===== config.mk =====
export PLATFORM = sky130hd
export DESIGN_NAME = peak_scanner
export DESIGN_NICKNAME = d
export VERILOG_FILES = /design/src/rtl/peak_scanner.sv
export SDC_FILE = /design/constraint.sdc
export NUM_CORES = 1
export LEC_CHECK = 0
export CORE_MARGIN = 2
export CORE_UTILIZATION = 48
export CTS_CLUSTER_SIZE = 25
export DETAILED_ROUTE_END_ITERATION = 16
export PLACE_DENSITY = 0.75
export RECOVER_POWER = 100
export SYNTH_ARGS = -nofsm -noshare
export SYNTH_HDL_FRONTEND = slang
export SYNTH_SLANG_ARGS = --single-unit

===== constraint.sdc =====
create_clock -name clk -period 2.2 [get_ports clk]
set_input_delay 0.44 -clock clk [delete_from_list [all_inputs] [get_ports clk]]
set_output_delay 0.44 -clock clk [all_outputs]
set_load 0.01 [all_outputs]

===== src/rtl/peak_scanner.sv =====
`default_nettype none
// ============================================================================
// Module   : peak_scanner
// Brief    : Raster-scans a 2-D signed score map and reports the in-band peak.
// Revision : 1.0 - initial release
// ============================================================================
module peak_scanner #(
  parameter int DATA_W   = 8,
  parameter int MAP_W    = 32,
  parameter int MAP_H    = 32,
  parameter int RD_LAT   = 1,
  parameter int BORDER   = 0,
  parameter int TIE_LAST = 1
) (
  input  logic                                   clk,
  input  logic                                   reset_n,
  input  logic                                   start,
  input  logic                                   abort,
  input  logic signed [DATA_W-1:0]               threshold,
  output logic                                   rd_en,
  output logic [$clog2(MAP_W)+$clog2(MAP_H)-1:0] raddr,
  input  logic signed [DATA_W-1:0]               rdata,
  output logic                                   busy,
  output logic                                   peak_ready,
  output logic                                   peak_found,
  output logic [$clog2(MAP_W)-1:0]               peak_u,
  output logic [$clog2(MAP_H)-1:0]               peak_v,
  output logic signed [DATA_W-1:0]               peak_val
);

  localparam int U_W    = $clog2(MAP_W);
  localparam int V_W    = $clog2(MAP_H);
  localparam int ADDR_W = U_W + V_W;

  localparam logic [U_W-1:0] c_u_last     = U_W'(MAP_W - 1);
  localparam logic [V_W-1:0] c_v_last     = V_W'(MAP_H - 1);
  localparam logic [1:0]     c_drain_last = 2'(RD_LAT - 1);

  typedef enum logic [1:0] {
    S_IDLE  = 2'd0,
    S_SCAN  = 2'd1,
    S_DRAIN = 2'd2,
    S_DONE  = 2'd3
  } state_t;

  state_t                   r_state;
  state_t                   w_state_nxt;
  logic [U_W-1:0]           r_u;
  logic [V_W-1:0]           r_v;
  logic [1:0]               r_drain_cnt;
  logic signed [DATA_W-1:0] r_thr;
  logic signed [DATA_W-1:0] r_max;
  logic [U_W-1:0]           r_max_u;
  logic [V_W-1:0]           r_max_v;
  logic                     r_max_vld;
  logic                     r_pipe_vld [RD_LAT];
  logic [U_W-1:0]           r_pipe_u   [RD_LAT];
  logic [V_W-1:0]           r_pipe_v   [RD_LAT];
  logic                     r_peak_ready;
  logic                     r_peak_found;
  logic [U_W-1:0]           r_peak_u;
  logic [V_W-1:0]           r_peak_v;
  logic signed [DATA_W-1:0] r_peak_val;

  int   w_u_i;
  int   w_v_i;
  logic w_in_band;
  logic w_last_addr;
  logic w_start_acc;
  logic w_abort_acc;
  logic w_better;

  assign w_u_i       = int'(r_u);
  assign w_v_i       = int'(r_v);
  assign w_in_band   = (w_u_i >= BORDER) && (w_u_i < MAP_W - BORDER) &&
                       (w_v_i >= BORDER) && (w_v_i < MAP_H - BORDER);
  assign w_last_addr = (r_u == c_u_last) && (r_v == c_v_last);
  assign w_start_acc = (r_state == S_IDLE) && start;
  assign w_abort_acc = abort && ((r_state == S_SCAN) || (r_state == S_DRAIN));
  assign w_better    = (TIE_LAST != 0) ? (rdata >= r_max) : (rdata > r_max);

  always_ff @(posedge clk or negedge reset_n) begin
    if (!reset_n) r_state <= S_IDLE;
    else          r_state <= w_state_nxt;
  end

  always_comb begin
    w_state_nxt = r_state;
    rd_en       = 1'b0;
    raddr       = '0;
    busy        = 1'b0;
    case (r_state)
      S_IDLE: if (start) w_state_nxt = S_SCAN;
      S_SCAN: begin
        rd_en = 1'b1;
        raddr = ADDR_W'({r_v, r_u});
        busy  = 1'b1;
        if (abort)            w_state_nxt = S_IDLE;
        else if (w_last_addr) w_state_nxt = S_DRAIN;
      end
      S_DRAIN: begin
        busy = 1'b1;
        if (abort)                             w_state_nxt = S_IDLE;
        else if (r_drain_cnt == c_drain_last) w_state_nxt = S_DONE;
      end
      S_DONE:  w_state_nxt = S_IDLE;
      default: w_state_nxt = S_IDLE;
    endcase
  end

  // Issue counters; raddr is the {v,u} concatenation since both dims are powers of two.
  always_ff @(posedge clk or negedge reset_n) begin
    if (!reset_n) begin
      r_u         <= '0;
      r_v         <= '0;
      r_thr       <= '0;
      r_drain_cnt <= '0;
    end else begin
      if (w_start_acc) begin
        r_u   <= '0;
        r_v   <= '0;
        r_thr <= threshold;
      end else if (r_state == S_SCAN) begin
        r_u <= r_u + U_W'(1);
        if (r_u == c_u_last) r_v <= r_v + V_W'(1);
      end
      if (r_state == S_DRAIN) r_drain_cnt <= r_drain_cnt + 2'd1;
      else                    r_drain_cnt <= '0;
    end
  end

  // Coordinate pipeline aligned with the memory latency; abort flushes it.
  always_ff @(posedge clk or negedge reset_n) begin
    if (!reset_n) begin
      for (int i = 0; i < RD_LAT; i++) begin
        r_pipe_vld[i] <= 1'b0;
        r_pipe_u[i]   <= '0;
        r_pipe_v[i]   <= '0;
      end
    end else begin
      r_pipe_vld[0] <= (r_state == S_SCAN) && w_in_band && !w_abort_acc;
      r_pipe_u[0]   <= r_u;
      r_pipe_v[0]   <= r_v;
      for (int i = 1; i < RD_LAT; i++) begin
        r_pipe_vld[i] <= r_pipe_vld[i-1] && !w_abort_acc;
        r_pipe_u[i]   <= r_pipe_u[i-1];
        r_pipe_v[i]   <= r_pipe_v[i-1];
      end
    end
  end

  always_ff @(posedge clk or negedge reset_n) begin
    if (!reset_n) begin
      r_max     <= '0;
      r_max_u   <= '0;
      r_max_v   <= '0;
      r_max_vld <= 1'b0;
    end else if (w_start_acc) begin
      r_max_vld <= 1'b0;
    end else if (r_pipe_vld[RD_LAT-1] && !w_abort_acc && (!r_max_vld || w_better)) begin
      r_max     <= rdata;
      r_max_u   <= r_pipe_u[RD_LAT-1];
      r_max_v   <= r_pipe_v[RD_LAT-1];
      r_max_vld <= 1'b1;
    end
  end

  always_ff @(posedge clk or negedge reset_n) begin
    if (!reset_n) begin
      r_peak_ready <= 1'b0;
      r_peak_found <= 1'b0;
      r_peak_u     <= '0;
      r_peak_v     <= '0;
      r_peak_val   <= '0;
    end else begin
      r_peak_ready <= (r_state == S_DONE);
      if (r_state == S_DONE) begin
        r_peak_found <= (r_max >= r_thr);
        r_peak_u     <= r_max_u;
        r_peak_v     <= r_max_v;
        r_peak_val   <= r_max;
      end
    end
  end

  assign peak_ready = r_peak_ready;
  assign peak_found = r_peak_found;
  assign peak_u     = r_peak_u;
  assign peak_v     = r_peak_v;
  assign peak_val   = r_peak_val;

endmodule
`default_nettype wire

==> summary.md <==
| Metric | Value |
|---|---|
| Starting Density | `0.488` |
| Largest net degree at the start of global routing | `27` |
| Vias | `approximately 2.2k` |
| Fmax | `461 MHz` |
| R2R Setup Slk | `around 0.033 ns` |
| DP HPWL | `between 4000 and 5000 um` |
| Vias in the first global route | `roughly 2.3k` |
| H-tree levels | `3` |
| Clk_lat worst skew | `0.35 ns` |
| Reg2Reg Launch Point | `r_max[6]` |
| CTS root buf | `clkbuf_8` |
| Cell taking the most area after synthesis | `dfrtp_1` |
| Unique cell type count in the Yosys netlist | `34` |
| Total wire length | `6700 um` |
| Final nets | `between 300 and 400` |
| Global placement routability congestion | `between 0.8 and 0.9` |
| Seq/Total Area, Yosys | `0.549` |
| Worst reg-to-reg path cell count | `9` |
| Cell count after synthesis | `between 200 and 300` |
| CTS tree | `done` |
| 1st-pass router iterations | `4` |
| Top cells by area, synth | `dfrtp_1 55%, ha_1 9.9%, mux2_2 8.9%, mux2_4 4.1%, inv_1 2.6%` |
| Diode count | `0` |
| RSZ-0062 raised after global routing | `yes` |
| Power Density | `roughly 1300 nW/um^2` |
| Power, Total | `approximately 5.6 mW` |
| Avg Cell Area, Syn | `12.4 sq um` |
| Cell area after layout | `roughly 4400 sq um` |
| Area post-placement | `around 4000 sq um` |
| Arrival time at the worst endpoint | `roughly 2.4 ns` |
| Crit end category | `register` |
| DRC violations left | `0` |
| Clk sink count | `slightly above 70` |
| # rows | `30` |
| GRT overflow | `0` |
| Worst-path clk slew | `0.08 ns` |
| GRT Util Overall | `0.200` |
| Leakage | `2.18 nW` |
| Core area | `roughly 6700 sq um` |
| Post-synth top area share | `0.549` |
| Relative max-transition margin | `0.318` |
| Setup CP Type | `reg2reg` |
| Layout cells sized above 1 | `0.274` |
| Layout Utilization | `0.651` |
| Max IR drop VDD | `~0.00075 V` |
| Final Hold Viols | `0` |
| Fin crit share | `0.985` |
| Clock tree buffer depth | `2` |
| Post-Place Setup Slack | `-0.517 ns` |
| Slew Viols, Final | `0` |
| Max cap viols | `0` |
| DR iter-0 viols | `64` |
| Fin cells | `430` |
| Die Wd | `roughly 87 um` |
| Most frequent cells in the layout | `71 x dfrtp_1, 22 x mux2_2, 20 x dlygate4sd3_1` |
| Status | `complete, no violations` |
| Synth Register Bits | `72` |
| Antenna violations before repair | `0` |
| Vias per cell | `between 5 and 6` |
| Syn-to-layout area delta | `33.3%` |
| Setup violators final | `0` |
| Hold buffers post-CTS | `0` |
| Post-Syn Area | `roughly 3300 sq um` |
| Final ANT Viol Nets | `0` |
| Critical path required time | `roughly 2.4 ns` |
| Port Buffers | `51` |
| WL/cell | `approximately 16 um` |
| Yosys warning count | `0` |
| I/O pin cnt | `between 50 and 60` |
| Die Y | `just under 90 um` |
| Reg-to-Reg End | `r_max[1]` |
| Die area | `7510 sq um` |
| # placed instances | `about 410` |
| Synth Net Count | `310` |
| Commonest non-fill, non-tap cell in the layout | `dfrtp_1` |
| First-pass GRT wire length | `roughly 11000 um` |
| Worst hold path type | `in2async` |
| Min cycle time layout | `between 2 and 2.5 ns` |
| Total CTS buffers | `9` |
| Worst-Margin Slew | `1.02 ns` |
| Post-Route Skew | `between 0.01 and 0.015 ns` |
| CP max FO | `4` |
| Final WS setup | `roughly 0.033 ns` |
| Critical Path Start Type | `register` |
## logic make-up (layout without fill, tap and decap cells)
| kind of cell | Yosys count | count (layout) | synth area share |
|---|---|---|---|
| compound gates | 28 | 28 | 0.0534 |
| flops | 72 | 72 | 0.549 |
| fa+ha+maj | 26 | 26 | 0.0991 |
| simple gates | 62 | 62 | 0.0987 |
| xor+xnor | 5 | 5 | 0.0133 |
| buf+inv | 32 | 118 | 0.0438 |
| mux | 39 | 39 | 0.143 |
## per-layer routing
layer | part of all wire | routed length, um | global-route usage | vias up
met5 | 0 | 0 | 0 | -
met4 | 0.019 | 125 | 0.0781 | 0
met2 | 0.47 | 3150 | 0.303 | 38
li1 | - | - | - | 1064
met3 | 0.030 | 201 | 0.0438 | 9
met1 | 0.48 | 3220 | 0.282 | 1057
## worst max path at each step
| stage | start | to | depth (start not counted) |
|---|---|---|---|
| CTS | r_max[1] | r_max_u[2] | 9 |
| finish | r_max[6] | r_max[1] | 9 |
| detailed placement | rdata[1] | r_max_u[2] | 8 |
| global route | r_max[1] | r_max_u[0] | 9 |
| global placement | rdata[1] | r_max_v[2] | 8 |
| floorplan | rdata[6] | r_max[1] | 8 |
## worst max-delay path, stage by stage, from the launching register on
cell       delay, ns
dfrtp_1         0.35
inv_1           0.07
ha_4            0.27
and4_4          0.27
o2111ai_4       0.14
a211oi_2        0.27
nor3b_4         0.09
buf_4           0.15
buf_4           0.15
mux2_4          0.30
## power by group
group          switching (mW)  internal, mW
Sequential              0.247          1.75
Clock                   0.521         0.558
Combinational            1.16          1.39
Total                    1.93          3.70
## registers in the layout (all words and copies together) (netlist names)
name / flops
r_pipe_v: 5
peak_ready: 1
r_state: 2
r_max: 8
r_u: 5
peak_u: 5
r_max_u: 5
r_drain_cnt: 2
r_pipe_u: 5
r_max_v: 5
peak_found: 1
peak_val: 8
r_thr: 8
r_max_vld: 1
r_pipe_vld: 1
peak_v: 5
r_v: 5
## cell type report
type,count,area (sq um)
Clock inverter,6,67.6
Tap cell,80,100
Sequential cell,72,1800
Fill cell,513,2340
Inverter,23,86.3
Clock buffer,10,138
Timing Repair Buffer,79,693
Multi-Input combinational cell,160,1490
## cells in the mapped netlist
| master | n |
|---|---|
| and4_1 | 2 |
| nor2b_1 | 2 |
| ha_1 | 26 |
| a21o_2 | 1 |
| xor2_1 | 4 |
| nand2_1 | 19 |
| nor3b_1 | 1 |
| nand3b_1 | 2 |
| nand3_1 | 7 |
| or3_1 | 1 |
| nor2_1 | 9 |
| inv_1 | 23 |
| mux2i_1 | 4 |
| and3_1 | 2 |
| and2_1 | 13 |
| o2111ai_1 | 2 |
| dfrtp_1 | 72 |
| nand4_1 | 1 |
| a2111oi_0 | 1 |
| mux2_4 | 9 |
| o21ai_0 | 11 |
| mux2_2 | 26 |
| a211oi_1 | 2 |
| a21o_1 | 2 |
| a21oi_1 | 7 |
| nand2b_1 | 1 |
| o211a_1 | 1 |
| and4b_1 | 1 |
| xnor2_1 | 1 |
| buf_12 | 1 |
| and2b_2 | 1 |
| o32a_1 | 1 |
| clkbuf_1 | 7 |
| buf_6 | 1 |
## what timing repair did
action	in CTS	in global routing
gates cloned	1	0
pin swaps	10	6
setup endpoints to repair	28	16
gates resized for setup	34	13
setup buffers	4	3
endpoints found under the hold margin	0	0
## per-stage QoR
| step | hold WS (ns) | TNS [ns] |
|---|---|---|
| global placement | 0.409 | -7.22 |
| detailed placement | 0.414 | -8.13 |
| global route | 0.328 | -0.139 |
| floorplan | 0.144 | 0 |
| CTS | 0.0426 | -0.0317 |
| finish | 0.249 | 0 |
No activity file was read; power rests on OpenSTA's default activity.
